--- src/rtl/alu_ctrl_defs.sv ---
// Shared definitions for the ALU operand-path controller: state encodings and default widths.
package alu_ctrl_defs;

    localparam int DEF_SIZE_SW        = 16;
    localparam int DEF_SIZE_OPERANDOS = 9;
    localparam int DEF_SIZE_OPERACION = 6;

    typedef enum logic [1:0] {
        S_WAIT_A  = 2'b00,
        S_WAIT_B  = 2'b01,
        S_WAIT_OP = 2'b10,
        S_SHOW    = 2'b11
    } state_t;

endpackage

--- src/rtl/btn_debouncer.sv ---
// Button conditioner: 2-FF synchronizer, stability counter and a one-cycle rising-edge event.
module btn_debouncer #(
    parameter int DEBOUNCE_CYCLES = 1000000
) (
    input  logic i_clock,
    input  logic i_reset,
    input  logic i_btn,
    output logic o_level,
    output logic o_rise
);

    localparam int CNT_W = $clog2(DEBOUNCE_CYCLES + 1);
    localparam logic [CNT_W-1:0] CNT_LAST = CNT_W'(DEBOUNCE_CYCLES - 1);

    logic             sync1_q, sync2_q;
    logic             level_q, level_d;
    logic             rise_q, rise_d;
    logic [CNT_W-1:0] cnt_q, cnt_d;

    // The counter only runs while the synchronized input disagrees with the
    // debounced level; the final disagreeing cycle flips the level instead.
    always_comb begin
        cnt_d   = '0;
        level_d = level_q;
        rise_d  = 1'b0;
        if (sync2_q != level_q) begin
            if (cnt_q == CNT_LAST) begin
                level_d = ~level_q;
                rise_d  = ~level_q;
            end else begin
                cnt_d = cnt_q + 1'b1;
            end
        end
    end

    always_ff @(posedge i_clock) begin
        if (i_reset) begin
            sync1_q <= 1'b0;
            sync2_q <= 1'b0;
            level_q <= 1'b0;
            rise_q  <= 1'b0;
            cnt_q   <= '0;
        end else begin
            sync1_q <= i_btn;
            sync2_q <= sync1_q;
            level_q <= level_d;
            rise_q  <= rise_d;
            cnt_q   <= cnt_d;
        end
    end

    assign o_level = level_q;
    assign o_rise  = rise_q;

endmodule

--- src/rtl/alu_input_sequencer.sv ---
// ALU operand front end: debounces three buttons and loads A, B, then opcode from the switches.
module alu_input_sequencer
    import alu_ctrl_defs::*;
#(
    parameter int SIZE_SW         = DEF_SIZE_SW,
    parameter int SIZE_OPERANDOS  = DEF_SIZE_OPERANDOS,
    parameter int SIZE_OPERACION  = DEF_SIZE_OPERACION,
    parameter int DEBOUNCE_CYCLES = 1000000
) (
    input  logic                      i_clock,
    input  logic                      i_reset,
    input  logic [SIZE_SW-1:0]        i_sw,
    input  logic                      i_btn_a,
    input  logic                      i_btn_b,
    input  logic                      i_btn_op,
    output logic [SIZE_OPERANDOS-1:0] o_a,
    output logic [SIZE_OPERANDOS-1:0] o_b,
    output logic [SIZE_OPERACION-1:0] o_opcode,
    output logic                      o_load_a,
    output logic                      o_load_b,
    output logic                      o_load_op,
    output logic                      o_exec,
    output logic                      o_seq_err,
    output logic [1:0]                o_state
);

    logic                      ev_a, ev_b, ev_op;
    logic [2:0]                btn_lvl_unused;
    logic                      sw_hi_unused;
    state_t                    state_q, state_d;
    logic [SIZE_OPERANDOS-1:0] a_q, a_d, b_q, b_d;
    logic [SIZE_OPERACION-1:0] op_q, op_d;
    logic                      ld_a_q, ld_a_d, ld_b_q, ld_b_d, ld_op_q, ld_op_d, err_q, err_d;

    btn_debouncer #(.DEBOUNCE_CYCLES(DEBOUNCE_CYCLES)) u_deb_a (
        .i_clock(i_clock), .i_reset(i_reset), .i_btn(i_btn_a),
        .o_level(btn_lvl_unused[0]), .o_rise(ev_a));
    btn_debouncer #(.DEBOUNCE_CYCLES(DEBOUNCE_CYCLES)) u_deb_b (
        .i_clock(i_clock), .i_reset(i_reset), .i_btn(i_btn_b),
        .o_level(btn_lvl_unused[1]), .o_rise(ev_b));
    btn_debouncer #(.DEBOUNCE_CYCLES(DEBOUNCE_CYCLES)) u_deb_op (
        .i_clock(i_clock), .i_reset(i_reset), .i_btn(i_btn_op),
        .o_level(btn_lvl_unused[2]), .o_rise(ev_op));

    // Upper switch bits are deliberately ignored; operands are plain truncations.
    assign sw_hi_unused = ^i_sw[SIZE_SW-1:SIZE_OPERANDOS];

    always_comb begin
        state_d = state_q;
        a_d     = a_q;
        b_d     = b_q;
        op_d    = op_q;
        ld_a_d  = 1'b0;
        ld_b_d  = 1'b0;
        ld_op_d = 1'b0;
        err_d   = 1'b0;
        case (state_q)
            S_WAIT_A, S_SHOW: begin
                if (ev_a) begin
                    a_d     = i_sw[SIZE_OPERANDOS-1:0];
                    ld_a_d  = 1'b1;
                    state_d = S_WAIT_B;
                end else if (ev_b || ev_op) begin
                    err_d = 1'b1;
                end
            end
            S_WAIT_B: begin
                if (ev_b) begin
                    b_d     = i_sw[SIZE_OPERANDOS-1:0];
                    ld_b_d  = 1'b1;
                    state_d = S_WAIT_OP;
                end else if (ev_a || ev_op) begin
                    err_d = 1'b1;
                end
            end
            S_WAIT_OP: begin
                if (ev_op) begin
                    op_d    = i_sw[SIZE_OPERACION-1:0];
                    ld_op_d = 1'b1;
                    state_d = S_SHOW;
                end else if (ev_a || ev_b) begin
                    err_d = 1'b1;
                end
            end
            default: state_d = S_WAIT_A;
        endcase
    end

    always_ff @(posedge i_clock) begin
        if (i_reset) begin
            state_q <= S_WAIT_A;
            a_q     <= '0;
            b_q     <= '0;
            op_q    <= '0;
            ld_a_q  <= 1'b0;
            ld_b_q  <= 1'b0;
            ld_op_q <= 1'b0;
            err_q   <= 1'b0;
        end else begin
            state_q <= state_d;
            a_q     <= a_d;
            b_q     <= b_d;
            op_q    <= op_d;
            ld_a_q  <= ld_a_d;
            ld_b_q  <= ld_b_d;
            ld_op_q <= ld_op_d;
            err_q   <= err_d;
        end
    end

    assign o_a       = a_q;
    assign o_b       = b_q;
    assign o_opcode  = op_q;
    assign o_load_a  = ld_a_q;
    assign o_load_b  = ld_b_q;
    assign o_load_op = ld_op_q;
    assign o_exec    = ld_op_q;
    assign o_seq_err = err_q;
    assign o_state   = state_q;

endmodule

--- config.mk ---
export PLATFORM = sky130hd
export DESIGN_NAME = alu_input_sequencer
export DESIGN_NICKNAME = d
export VERILOG_FILES = /design/src/rtl/alu_ctrl_defs.sv /design/src/rtl/btn_debouncer.sv /design/src/rtl/alu_input_sequencer.sv
export SDC_FILE = /design/constraint.sdc
export NUM_CORES = 1
export LEC_CHECK = 0
export ABC_AREA = 1
export BUFFER_PORTS_ARGS = -buffer_cell sky130_fd_sc_hd__buf_4
export CAP_MARGIN = 20
export CORE_ASPECT_RATIO = 0.8
export CORE_UTILIZATION = 63
export DETAILED_ROUTE_END_ITERATION = 10
export PLACE_DENSITY = 0.85
export SETUP_SLACK_MARGIN = 0.1
export SYNTH_ARGS = -nofsm -noshare
export SYNTH_HDL_FRONTEND = slang
export SYNTH_HIERARCHICAL = 1
export SYNTH_SLANG_ARGS = --single-unit
export TNS_END_PERCENT = 1
--- constraint.sdc ---
create_clock -name i_clock -period 2.31 [get_ports i_clock]
set_input_delay 0.462 -clock i_clock [delete_from_list [all_inputs] [get_ports i_clock]]
set_output_delay 0.462 -clock i_clock [all_outputs]
set_load 0.03 [all_outputs]
==> run metrics <==
status complete, no violations; Tightest Pin Transition 0.384 ns; synthesized flop and latch total 102; Detailed Place HPWL 7550 um; global placement routability congestion 0.894; CTS tree done; via density per instance 5.24; Multi-input gate area 2480 um2; HP Start i_btn_a; count leader, synth nor2_1; Synth top area share 0.422; Power Dens Cells 621 nW/um2; register area 2040 um2; Worst-path clk slew 0.09 ns; deepest clock path buffer count 2; pin count of the biggest net entering global routing 26; Detail Route Antenna Nets 0; clock buffer count from CTS 9; H-tree depth 3; starting density of the core 0.651; Setup CP Type flop to flop; total global-route track usage 0.269; Post-CTS Resized 0; # Post-CTS Setup Buffers 0; # IOs 52; ys flop type dfxtp_1; slowest CP cell dfxtp_1; worst hold slack 0.298 ns; # DRC 0; DR WL/cell 12.0 um; Critical R2R Launch o_state[0]; Detailed Route Iter0 Violations 211; async set-or-reset flop fraction in the synthesized netlist 0; Worst VDD drop 0.000468 V; Setup Viol. Count Final 0; via count 4410; slew margin rel. 0.743; Slew Limit Fails 0; WL final 10100 um; CTS sink count 102; Die Footprint 8030 um2; worst hold path endpoint u_deb_a/sync1_q; unrepaired setup endpoints after global routing false; r2r setup slk 0.40 ns; leakage power 1.94 nW; EDFF count, synth 0; setup_tns 0 ns; layout net count 760; Reg2Reg Depth 6; vias in the first global route 3887; Clock Skew 0.00595 ns; main area contributors after synthesis dfxtp_1 42%, nor2_1 14%, nand2_1 11%; sequential area share after synthesis 0.422; top cell type by total area after synthesis dfxtp_1; Crit Path Max Fanout 11; Port Buf Inserts 44; worst path cell trace inv_1 > ha_1 > nand2_1 > clkinv_1 > nor2_1 > nor2_1; CP arrival 2.17 ns; grt ovf 0; # diodes 0; antenna violations before repair 0; clock latency on the worst-skew pair 0.37 ns; root buffer cell clkbuf_8; Final Cycle Share 0.827; crit path launch type flop; Crit path top cell by count nor2_1; Post-Syn Instances 685; CP top delay family simple AND/OR/NAND/NOR gates; Synth-to-Final Area Change 12.5%; Maximum Capacitance Violations 0; fin crit period 1.91 ns; WP buf/inv 2; Worst EP required 2.57 ns; DIE HEIGHT 80.3 um; CTS Hold Bufs 0; top post-synthesis cells by count 186 x nor2_1, 136 x nand2_1, 102 x dfxtp_1; Worst Hold Depth 3; Max Clk Rate 0.523 GHz; Post-Syn Area 4830 um2; first-pass GRT wire length 16800 um; syn nets 713; Die W 99.9 um; Crit. path cell count 6; mean cell area of the mapped netlist 7.06 um2; DR pass1 iterations 5; Hold WC Path Type input port to flop; reg2reg end o_a[5]; Core Rows 28; Crit. End Element flop; Fin. Hold Viols 0; Fillers 600; Slowest Stage Delay on Critical Path 0.40 ns; core area 7430 um2; YS warnings 6; synth unique cells 30; layout cells sized above 1 0.136
## metal layers
| metal | global-route usage | share of wire | wire [um] |
|---|---|---|---|
| met1 | 0.324 | 0.44 | 4430 |
| met3 | 0.0940 | 0.073 | 735 |
| met2 | 0.446 | 0.47 | 4780 |
| met5 | 0 | 0 | 0 |
| met4 | 0.0941 | 0.018 | 185 |
## cells by family (layout without fill, tap and decap cells)
kind of cell	after synthesis	in the layout	share of synthesized area
and+or+nand+nor	417	417	0.381
buffers and inverters	72	124	0.0650
DFF	102	102	0.422
AOI/OAI and AO/OA	60	60	0.0642
adders and majority gates	7	7	0.0181
xor gates and xnor gates	27	27	0.0489
## metrics by stage
stage	cell area (um2)	cells	util	power, mW	setup slack, ns
after floorplan	4830	685	-	2.08	0.815
after global placement	5220	826	0.703	2.16	0.634
after detailed placement	5220	826	0.703	2.19	0.488
after CTS	5440	842	0.732	3.40	0.420
after global routing	5440	842	0.732	3.52	0.304
final	5440	842	0.732	3.38	0.400
## where the power goes
part           switching [mW]  internal [mW]
Clock                   0.582          0.642
Sequential             0.0239           1.78
Combinational           0.220          0.128
## layout make-up
| type | instances | area share |
|---|---|---|
| clock inverters | 3 | 0.0124 |
| clock buffers | 13 | 0.0274 |
| repair buffers | 44 | 0.0607 |
| inverters | 64 | 0.0442 |
| well taps | 105 | 0.0242 |
| flip-flops and latches | 102 | 0.376 |
| multi-input cells | 511 | 0.456 |
## sequential cells by signal (all words and copies together), names as in the netlist, 2 cells and up
signal / cells
u_deb_a/cnt_q: 20
u_deb_b/cnt_q: 20
u_deb_op/cnt_q: 20
o_a: 9
o_b: 9
o_opcode: 6
o_state: 2
## tightest hold or removal path: stages
cell and delay (ns):
buf_4 0.08, inv_1 0.03, nor2_1 0.06
## cells in the final DEF, fill, tap and decap left out, types with 12 or more instances in the layout
| cell | n |
|---|---|
| a21oi_1 | 26 |
| buf_4 | 44 |
| dfxtp_1 | 102 |
| inv_1 | 59 |
| nand2_1 | 136 |
| nand3_1 | 25 |
| nand4_1 | 12 |
| nor2_1 | 186 |
| nor2_2 | 16 |
| o21ai_0 | 20 |
| xnor2_1 | 12 |
| xor2_1 | 15 |
## worst max path at each step
stage | from | endpoint | slack [ns]
final | o_state[0] | o_a[5] | 0.40
after global routing | o_state[0] | o_a[5] | 0.30
after CTS | o_state[0] | o_a[5] | 0.42
after detailed placement | o_state[0] | o_a[5] | 0.49
after global placement | o_state[0] | o_a[6] | 0.63
after floorplan | o_state[0] | o_a[0] | 0.82
Power figures use the tool's default switching activity.
